$ cat config.mk
export PLATFORM = sky130hd
export DESIGN_NAME = sprite_fetch_seq
export DESIGN_NICKNAME = d
export VERILOG_FILES = /design/src/rtl/sprite_fetch_seq.sv
export SDC_FILE = /design/constraint.sdc
export NUM_CORES = 1
export LEC_CHECK = 0
export ABC_AREA = 1
export BUFFER_PORTS_ARGS = -buffer_cell sky130_fd_sc_hd__clkbuf_2
export CAP_MARGIN = 25
export CORE_UTILIZATION = 45
export DETAILED_ROUTE_END_ITERATION = 10
export GPL_ROUTABILITY_DRIVEN = 0
export PLACE_DENSITY = 0.75
export SYNTH_ARGS = -nofsm -noshare
export SYNTH_HDL_FRONTEND = slang
export SYNTH_SLANG_ARGS = --single-unit
$ cat constraint.sdc
create_clock -name clk -period 2.1 [get_ports clk]
set_input_delay 0.105 -clock clk [delete_from_list [all_inputs] [get_ports clk]]
set_output_delay 0.105 -clock clk [all_outputs]
set_load 0.03 [all_outputs]
$ cat src/rtl/sprite_fetch_seq.sv
// Sprite pattern-address generator: tests whether a sprite covers the current scanline,
// then issues one VRAM pattern address per horizontal tile over a valid/ready handshake.
`timescale 1ns/1ps
module sprite_fetch_seq #(
  parameter int TC_W   = 5,
  parameter int ROW_W  = 3,
  parameter int Y_W    = 8,
  parameter int SIZE_W = 2,
  localparam int ADDR_W = 2*TC_W + ROW_W
) (
  input  logic              clk,
  input  logic              rst_n,
  input  logic              req_valid,
  output logic              req_ready,
  input  logic [2*TC_W-1:0] req_tile,
  input  logic [Y_W-1:0]    req_y,
  input  logic [SIZE_W-1:0] req_h,
  input  logic [SIZE_W-1:0] req_w,
  input  logic              req_x_mirror,
  input  logic              req_y_mirror,
  input  logic [Y_W-1:0]    req_row,
  input  logic              abort,
  output logic              addr_valid,
  input  logic              addr_ready,
  output logic [ADDR_W-1:0] addr,
  output logic [SIZE_W-1:0] addr_slot,
  output logic              addr_last,
  output logic              done,
  output logic              done_hit
);

  localparam int RI_W  = SIZE_W + ROW_W;
  localparam int LIM_W = SIZE_W + 1 + ROW_W;
  localparam int CMP_W = (Y_W > LIM_W) ? Y_W : LIM_W;

  typedef enum logic [1:0] {S_IDLE, S_CALC, S_ISSUE, S_DONE} state_t;

  state_t              r_state, w_next;
  logic [2*TC_W-1:0]   r_tile;
  logic [Y_W-1:0]      r_y, r_row;
  logic [SIZE_W-1:0]   r_h, r_w, r_k;
  logic                r_xm, r_ym, r_hit;
  logic [RI_W-1:0]     r_ri;

  logic                w_accept, w_issue, w_last, w_fire, w_hit;
  logic [Y_W-1:0]      w_off;
  logic [SIZE_W:0]     w_h1;
  logic [LIM_W-1:0]    w_lim;
  logic [CMP_W-1:0]    w_off_x, w_lim_x, w_ri_x;
  logic [RI_W-1:0]     w_ri;
  logic [TC_W-1:0]     w_ty, w_tx;

  assign req_ready = (r_state == S_IDLE);
  assign w_accept  = req_valid && req_ready && !abort;
  assign w_issue   = (r_state == S_ISSUE);
  assign w_last    = (r_k == r_w);
  assign w_fire    = w_issue && addr_ready;

  // Row-coverage test; the offset wraps mod 2^Y_W so sprites straddling row 0 still hit.
  assign w_off   = r_row - r_y;
  assign w_h1    = {1'b0, r_h} + (SIZE_W+1)'(1);
  assign w_lim   = {w_h1, {ROW_W{1'b0}}};
  assign w_off_x = CMP_W'(w_off);
  assign w_lim_x = CMP_W'(w_lim);
  assign w_hit   = (w_off_x < w_lim_x);
  assign w_ri_x  = r_ym ? (w_lim_x - w_off_x - CMP_W'(1)) : w_off_x;
  assign w_ri    = w_ri_x[RI_W-1:0];

  // Each coordinate wraps independently; tx never carries into ty.
  assign w_ty = r_tile[2*TC_W-1:TC_W] + TC_W'(r_ri[RI_W-1:ROW_W]);
  assign w_tx = r_tile[TC_W-1:0] + TC_W'(r_k);

  assign addr_valid = w_issue;
  assign addr       = w_issue ? {w_ty, w_tx, r_ri[ROW_W-1:0]} : '0;
  assign addr_slot  = w_issue ? (r_xm ? (r_w - r_k) : r_k) : '0;
  assign addr_last  = w_issue && w_last;
  assign done       = (r_state == S_DONE);
  assign done_hit   = done && r_hit;

  always_comb begin
    // NOTE: default assigned first so every path drives w_next and no latch is inferred.
    w_next = r_state;
    case (r_state)
      S_IDLE:  if (req_valid) w_next = S_CALC;
      S_CALC:  w_next = w_hit ? S_ISSUE : S_DONE;
      S_ISSUE: if (addr_ready && w_last) w_next = S_DONE;
      S_DONE:  w_next = S_IDLE;
      default: w_next = S_IDLE;
    endcase
    if (abort) w_next = S_IDLE;
  end

  // NOTE: sequential state uses non-blocking assignments so all registers update together.
  always_ff @(posedge clk or negedge rst_n) begin
    if (!rst_n) r_state <= S_IDLE;
    else        r_state <= w_next;
  end

  always_ff @(posedge clk or negedge rst_n) begin
    if (!rst_n) begin
      r_tile <= '0;
      r_y    <= '0;
      r_row  <= '0;
      r_h    <= '0;
      r_w    <= '0;
      r_xm   <= 1'b0;
      r_ym   <= 1'b0;
      r_k    <= '0;
      r_ri   <= '0;
      r_hit  <= 1'b0;
    end else begin
      if (w_accept) begin
        r_tile <= req_tile;
        r_y    <= req_y;
        r_row  <= req_row;
        r_h    <= req_h;
        r_w    <= req_w;
        r_xm   <= req_x_mirror;
        r_ym   <= req_y_mirror;
        r_k    <= '0;
      end
      if (r_state == S_CALC) begin
        r_ri  <= w_ri;
        r_hit <= w_hit;
      end
      if (w_fire && !w_last) r_k <= r_k + SIZE_W'(1);
    end
  end

endmodule
==> results of run 1 <==
-- what timing repair did --
item | 4_1_cts | 5_1_grt
gates cloned | 0 | 0
hold buffers | 0 | 1
gates resized for setup | 8 | 8
hold endpoints to repair | 0 | 19
endpoints found under the setup margin | 3 | 9
pin swaps | 4 | 5
setup buffers | 3 | 2
-- metrics by stage --
stage | util (%) | TNS, ns | total power [uW] | hold slack, ns
after floorplan | - | -0.1186 | 3678 | -0.1906
after global placement | 56.08 | -0.2448 | 4498 | 0.3282
after detailed placement | 56.08 | -0.5577 | 4609 | 0.3372
after CTS | 59.04 | -0.2834 | 5429 | 0.008309
after global routing | 60.79 | -0.8422 | 6287 | 0.03021
final | 60.79 | -0.4912 | 5745 | 0.02801
-- worst max-delay path, delay by kind of cell, from the launching register on --
kind	cells	cell delay, ns
XOR/XNOR	1	0.12
AND/OR/NAND/NOR	9	0.66
AO/OA/AOI/OAI	2	0.20
adder cells (fa/ha/maj)	3	0.73
buffers and inverters	4	0.21
flip-flops	1	0.38
-- area by class of cell --
class / count / area share, %
multi-input combinational: 181 / 40.53
clock buffer: 5 / 2.175
sequential: 42 / 33.21
timing repair buffer: 76 / 14.43
clock inverter: 3 / 1.423
inverter: 46 / 5.457
tap: 70 / 2.768
-- logic make-up (layout without fill, tap and decap cells) --
family	Yosys count	after routing	share of synthesized area [%]
compound gates	51	51	11.04
xor+xnor	12	12	4.217
fa+ha+maj	25	25	13.45
buf+inv	54	130	9.086
flops	42	42	42.17
mux	18	18	8.132
simple gates	75	75	11.90
-- metal layers --
| layer | up-vias | part of all wire (%) | wire length [um] |
|---|---|---|---|
| li1 | 1031 | - | - |
| met1 | 924 | 45 | 2166 |
| met2 | 64 | 50 | 2408 |
| met3 | 5 | 4.5 | 218 |
| met4 | 0 | 0.87 | 42 |
| met5 | - | 0 | 0 |
-- flip-flops by register name (all words and copies together), names as in the netlist --
register / cells
r_hit: 1
r_y: 8
r_state: 2
r_k: 2
r_tile: 10
r_w: 2
r_ri: 5
r_ym: 1
r_h: 2
r_xm: 1
r_row: 8
-- worst paths after layout --
kind	end	slack, ns	cells past startpoint
max	r_state[0]$_DFFE_PN0P_	-0.27	19
min	r_y[0]$_DFFE_PN0P_	0.03	2
max reg2reg	r_state[0]$_DFFE_PN0P_	-0.27	19
min reg2reg	r_ri[0]$_DFFE_PN0P_	0.49	2
max in group asynchronous	r_row[5]$_DFFE_PN0P_	1.30	3
min in group asynchronous	r_tile[4]$_DFFE_PN0P_	0.31	2
-- synth_stat cells (3+ instances only) --
master,instances
sky130_fd_sc_hd__inv_1,45
sky130_fd_sc_hd__dfrtp_1,42
sky130_fd_sc_hd__nand2_1,40
sky130_fd_sc_hd__a21oi_1,28
sky130_fd_sc_hd__nor2_1,25
sky130_fd_sc_hd__ha_1,22
sky130_fd_sc_hd__mux2_2,17
sky130_fd_sc_hd__o21ai_0,15
sky130_fd_sc_hd__nand3_1,9
sky130_fd_sc_hd__xnor2_1,8
sky130_fd_sc_hd__xor2_1,4
sky130_fd_sc_hd__buf_2,3
sky130_fd_sc_hd__fa_1,3
-- where the power goes --
group	switching, uW	leakage, uW	total [uW]	internal (uW)
registers	281	0.000489	1470	1190
clock network	287	0.0000504	640	354
logic	1830	0.00118	3630	1800
total	2390	0.00172	5740	3350
==> out/results.txt, run 1 <==
The sequential area share after synthesis came out at 42.17%. The worst setup timing slack at the placement stage is -0.2737 ns. Synthesis produced 277 cells.

The longest clock path from root to sink contains 2 buffers. STA classifies the critical path endpoint as a flop. The met1 usage in global routing came out at 20.52%.

The number of sinks driven by the clock tree is 42, and the met2 usage is 30.90%. The hold violation count in the final report is 0. Wire length of the first global-routing pass: 8.079 mm. Detailed routing inserted a total of 2024 vias.

Including well taps, the total number of placed cells is 409. In the layout the commonest cells are 55 x sky130_fd_sc_hd__clkbuf_2, 43 x sky130_fd_sc_hd__inv_1, 42 x sky130_fd_sc_hd__dfrtp_1. The first TritonRoute pass finished after 4 iterations.

The run finished, with violations left. Summed over its instances, the top area cell type makes up 42.17% of the synthesized netlist area. Measured against its own limit, the worst slew margin works out to 64.04%. In this run, synthesis produced a sequential element count of 42. Global routing finished with a remaining overflow of 0. The number of ports placed on the die boundary came out at 57. For the effective utilization at floorplan, the log shows 47.88%. Setup repair after global routing could not meet its margin everywhere.

After detailed routing, the average wire length per cell comes to 11.43 um. Summing all placed instances gives a cell area of 2919 um^2. The slowest stage of the critical path is the sky130_fd_sc_hd__dfrtp_1 cell. The top achievable clock speed came out at 421.6 MHz. The library cell used most frequently in the layout, excluding fill and tap cells, is sky130_fd_sc_hd__clkbuf_2.

The detailed-route vias per instance came out at 4.785. In this run the horizontal extent of the chip is 76.42 um. The tools report the number of antenna violations at the first check in global routing as 0. For this run, the total global-route usage over all layers was measured as 17.01%. For this run, global-route usage on met3 was measured as 2.994%.

Once layout is done, the placed cells without fillers occupy 3164 um^2. The tools report the final worst-path setup slack as -0.2716 ns. The routed wire length came out at 4.836 mm.

In this run the clock root is driven by a sky130_fd_sc_hd__clkbuf_8. Cells with a size suffix above 1 make up 32.58% of the layout. The die height was 76.42 um. The tools report the antenna diode count as 0. The run gives 447 as the total of fill cells in the finished design.

The cell taking the most area after synthesis is sky130_fd_sc_hd__dfrtp_1. The number of levels the H-tree was split into came out at 2. The worst setup path is launched from a flop.

TritonCTS built the clock tree. The final reports fail on negative setup slack. The multi-input combinational cells in the finished layout cover a total of 1282 um^2. The startpoint of the lowest-slack hold path was req_y[0]. For the final database, setup skew stands at 0.01016 ns.

Shortest period the worst path allows: 2.372 ns. Clock insertion delay at the later pin of the skew report: 0.30 ns. The Yosys step of the flow raised 0 warnings. The die covers 5840 um^2. A synthesized cell averages 8.998 um^2. For the post-synthesis instance area, the log shows 2492 um^2. The dominant register cell in the synthesized netlist was sky130_fd_sc_hd__dfrtp_1. The run gives 1914 as the number of global-route vias before repair. Data arrives at the worst endpoint at 2.58 ns. After synthesis, the share of flip-flops with an asynchronous set or reset is 100.0%. Relative area change from synthesis to final layout: 26.96%. Class of the most critical setup path: reg -> reg. The number of different library cells used by synthesis comes to 26. For this design the static power due to leakage is 0.001720 uW.

Counting every net in the synthesized netlist gives 339. Entering global routing, the biggest net connects 43 pins. Registers take 1051 um^2. The count of maximum capacitance violations came out at 0.

Final net count: 414. Ranked by total cell area, the synthesized netlist is headed by sky130_fd_sc_hd__dfrtp_1 42%, sky130_fd_sc_hd__ha_1 11%, sky130_fd_sc_hd__mux2_2 7.7%. The number of setup violations in the final report came out at 3. The transition time of the tightest slew-check pin was 0.5394 ns. The start point of the critical path was r_row[0]$_DFFE_PN0P_. The logs give 0 for the final count of pins violating max slew and 423 for the final non-filler cell total. The total CTS buffers is 5, and the number of flops mapped to enable cells by yosys is 0.

Data on the critical path is required at its endpoint by 2.31 ns. After detailed routing, the number of remaining DRC violations is 0. For this run, the slowest stage of the critical path takes 0.38 ns.

Clock-pin slew was measured on the worst setup and hold paths at 0.09 ns. Of all nets on the critical path, the largest fanout is 2. The critical path goes through inv_2, ha_4, inv_2, fa_2, nand2_2, nand2_2, nand2_2, xnor2_2, ha_1, inv_1, o21bai_1, a21oi_1, nand2_1, nor2_1, nand2_1, nand3_1, nand3_1, nand2_1, inv_1. The quantity of I/O buffers inserted on ports was 56; the detailed placement HPWL was 3.536 mm. In this run the critical register-to-register path is launched from r_row[0]$_DFFE_PN0P_. The final critical path takes up 112.9% of the cycle. In this run the power density over the cells is 1815 nW/um^2. The layer with the highest usage after global routing is met2. The run gives 1050 uV as the worst voltage drop across the vdd grid. The min-delay analysis places its worst path in the category in -> reg. The initial DRC count is 66.

The core region is 5205 um^2. The tools report the row count as 26. The tools report the final antenna-violating net count as 0.
Power figures use the tool's default switching activity.
==> run 2, diff against run 1 <==
--- a/config.mk
+++ b/config.mk
@@ -11,7 +11,7 @@
 export CORE_UTILIZATION = 45
 export DETAILED_ROUTE_END_ITERATION = 10
 export GPL_ROUTABILITY_DRIVEN = 0
-export PLACE_DENSITY = 0.75
+export PLACE_DENSITY = 0.72
 export SYNTH_ARGS = -nofsm -noshare
 export SYNTH_HDL_FRONTEND = slang
 export SYNTH_SLANG_ARGS = --single-unit
==> constraint.sdc (replaced) <==
create_clock -name clk -period 2.2 [get_ports clk]
set_input_delay 0.11 -clock clk [delete_from_list [all_inputs] [get_ports clk]]
set_output_delay 0.11 -clock clk [all_outputs]
set_load 0.03 [all_outputs]
==> out/results.txt, run 2 (same netlist as run 1, synthesis figures left out) <==
At the worst endpoint, the required time is 2.39 ns. The critical path goes through inv_2, ha_4, inv_2, fa_2, nand2_2, nand2_2, nand2_2, xnor2_2, ha_1, inv_1, o21bai_1, a21oi_1, nand2_1, nor2_1, nand2_1, nand3_2, nand3_2, nand2_1, inv_1. The tools report the critical path launch point type as a flop. The run gives 0.003687 ns as the worst-case clock skew.

The die is 76.42 um tall. Summing all multi-input logic gate instances after layout gives 1260 um^2. After clock tree synthesis, the clock-pin slew on the worst setup and hold paths is 0.08 ns.

Across all hold checks on the routed design, the worst slack comes to 0.03094 ns. For the top achievable clock speed, the log shows 407.0 MHz. The run gives 2 as the number of setup violations in the final report. The final worst-path setup slack is -0.2570 ns. For the maximum buffer depth of the clock tree, the log shows 2. Across the whole layout, storage elements account for 1051 um^2. In this run the worst path has a maximum fanout of 2. The effective utilization at floorplan was 47.88%. The logs give 17.48% for the overall fraction of global-route tracks in use and 5 for the total CTS buffers. After the last flow step, the layout net total stands at 405.

The layout has 481 filler cells. Startpoint of the worst-slack reg-to-reg timing path: r_row[0]$_DFFE_PN0P_. Measured against its own limit, the worst slew margin works out to 63.92%. Cells with a size suffix above 1 make up 30.52% of the layout.

For hold timing, the worst endpoint is r_y[0]$_DFFE_PN0P_. Setup repair after global routing could not meet its margin everywhere. In this run the clock root is driven by a sky130_fd_sc_hd__clkbuf_8.

For this run, global-route usage on met1 was measured as 19.62%. The final count of pins violating max slew was 0. Type of the worst min-delay path: in -> reg. The register with the most flip-flops is r_tile.

The largest stage delay on the critical path is 0.38 ns, and the met2 usage is 32.52%. TritonCTS built the clock tree. After layout, the worst path uses 111.7% of the clock period. The number of vias after detailed routing was 1975; the critical path depth was 19.

The cell-internal power was 2859 uW. In this run the core area contains 26 standard-cell rows. The library cells used most frequently in the layout, excluding fill and tap cells, are 56 x sky130_fd_sc_hd__clkbuf_2, 43 x sky130_fd_sc_hd__inv_1, 42 x sky130_fd_sc_hd__dfrtp_1. The later pin in the worst-skew pair is clocked with a latency of 0.29 ns.

Per report_power, the sequential group accounts for 27.6% of the total. The register-to-register setup slack is -0.26 ns, and the area of the placeable core is 5205 um^2. The transition time of the tightest slew-check pin was 0.5413 ns; the number of antenna violations at the first check in global routing was 0. met2 is the most crowded layer.

The number of antenna diodes in the final layout is 0. The worst voltage drop across the vdd grid is 873.2 uV, and the number of sinks driven by the clock tree is 42. The detailed-route vias per instance is 4.771.

The critical-path cell with the highest stage delay is sky130_fd_sc_hd__dfrtp_1. Across the run, the number of max-cap violations was 0. The largest registers in the layout are r_tile: 10 flops, r_row: 8 flops, r_y: 8 flops. The checks that failed: negative setup slack. The switching share of total power was 43.43%.

For the wire length of the first global-routing pass, the log shows 8.121 mm. Detailed placement finished with a half-perimeter wire length of 3.484 mm. The worst hold path stage count was 2. The flow ran to the end, but the final reports show violations. For this run, design rule violations remaining after detail routing come to 0. The number of global-route vias before repair came out at 1923. The iteration count of the initial detailed-routing pass is 4, and the shortest period the worst path allows is 2.457 ns. The number of levels the H-tree was split into is 2, and the remaining global-route overflow is 0. The analysis attributes to cell leakage a power of 0.001673 uW. For this design the total switching power over the nets is 2194 uW.

After detailed routing, the total wire length is 4.785 mm. The flip-flop count of the largest register after layout was 10. The worst path buffer plus inverter count was 4; the part of the power in the clock network was 10.2%. Combinational cells account for 62.1% of the total power.

The x dimension of the die works out to 76.42 um. The maximum number of pins on one net before global-route repair is 48. Buffers placed on the I/O ports in this run total 56. The fraction of met3 tracks used by global routing was 4.790%; the number of ports placed on the die boundary was 57.

The length in cells of the worst reg-to-reg path works out to 19. Among cell families on the critical path, the largest total delay comes from adder cells. In this run the power density over the cells is 1653 nW/um^2. The startpoint of the lowest-slack hold path was req_y[0].

The worst setup path is captured at a flop. The relative area change from synthesis to final layout was 22.64%. In this run the remaining antenna-violating nets after routing total 0. The worst register-to-register path ends at r_state[0]$_DFFE_PN0P_. The initial DRC count is 47, and the hold violation count in the final report is 0.

The worst setup path is of the reg -> reg kind. The leading cell type in the layout, fill and taps excluded was sky130_fd_sc_hd__clkbuf_2. The die covers 5840 um^2. Dividing the detail-routed wire length by the instance count gives 11.56 um.

The utilization of the core after routing is 58.73%, and the worst endpoint data arrival time is 2.65 ns.
run 2: cell types whose count changed in the layout (fill, tap and decap cells not counted), sizes merged:
cell,before,now
buf,20,10
bufinv,1,0
clkbuf,60,62
clkinv,1,2
clkinvlp,2,1
run 2: layout make-up:
class                   instances  share of cell area (%)
flip-flops and latches         42                   34.38
well taps                      70                   2.865
repair buffers                 67                   12.77
clock inverters                 2                  0.4093
clock buffers                   6                   2.702
multi-input cells             181                   41.22
inverters                      46                   5.649
run 2: how the worst max path moves through the flow:
stage                               startpoint                      to  slack (ns)
after floorplan           r_row[0]$_DFFE_PN0P_  r_state[0]$_DFFE_PN0P_       -0.01
after global placement    r_row[0]$_DFFE_PN0P_  r_state[0]$_DFFE_PN0P_       -0.09
after detailed placement  r_row[0]$_DFFE_PN0P_  r_state[0]$_DFFE_PN0P_       -0.19
after CTS                 r_row[0]$_DFFE_PN0P_  r_state[0]$_DFFE_PN0P_       -0.18
after global routing      r_row[0]$_DFFE_PN0P_  r_state[0]$_DFFE_PN0P_       -0.46
final                     r_row[0]$_DFFE_PN0P_  r_state[0]$_DFFE_PN0P_       -0.26
run 2: timing repair:
action	4_1_cts	5_1_grt
hold endpoints to repair	42	0
setup buffers	0	1
pin swaps	1	9
setup endpoints to repair	2	3
hold buffers	1	0
gates resized for setup	3	7
run 2: metrics by stage:
stage	instance area [um^2]	total power (uW)	TNS, ns	instances	worst slack (ns)
final	3057	5053	-0.3931	414	-0.2570
after global routing	3057	5589	-0.9260	414	-0.4599
after CTS	3022	4945	-0.2546	413	-0.1820
after detailed placement	2907	4354	-0.2715	404	-0.1923
after global placement	2907	4227	-0.08610	404	-0.08610
after floorplan	2495	3510	-0.01488	277	-0.01488
run 2: routing by layer:
layer  up-vias  part of all wire [%]
met3         6                   4.7
li1       1014                     -
met4         0                  0.98
met5         -                     0
met2        44                    51
met1       911                    43
run 2: power by group through the flow:
stage / clock network [uW] / logic (uW) / registers [uW]
after floorplan: 0 / 2180 / 1330
after global placement: 0 / 2850 / 1380
after detailed placement: 0 / 2950 / 1410
after CTS: 539 / 3020 / 1390
after global routing: 572 / 3570 / 1450
final: 518 / 3140 / 1400
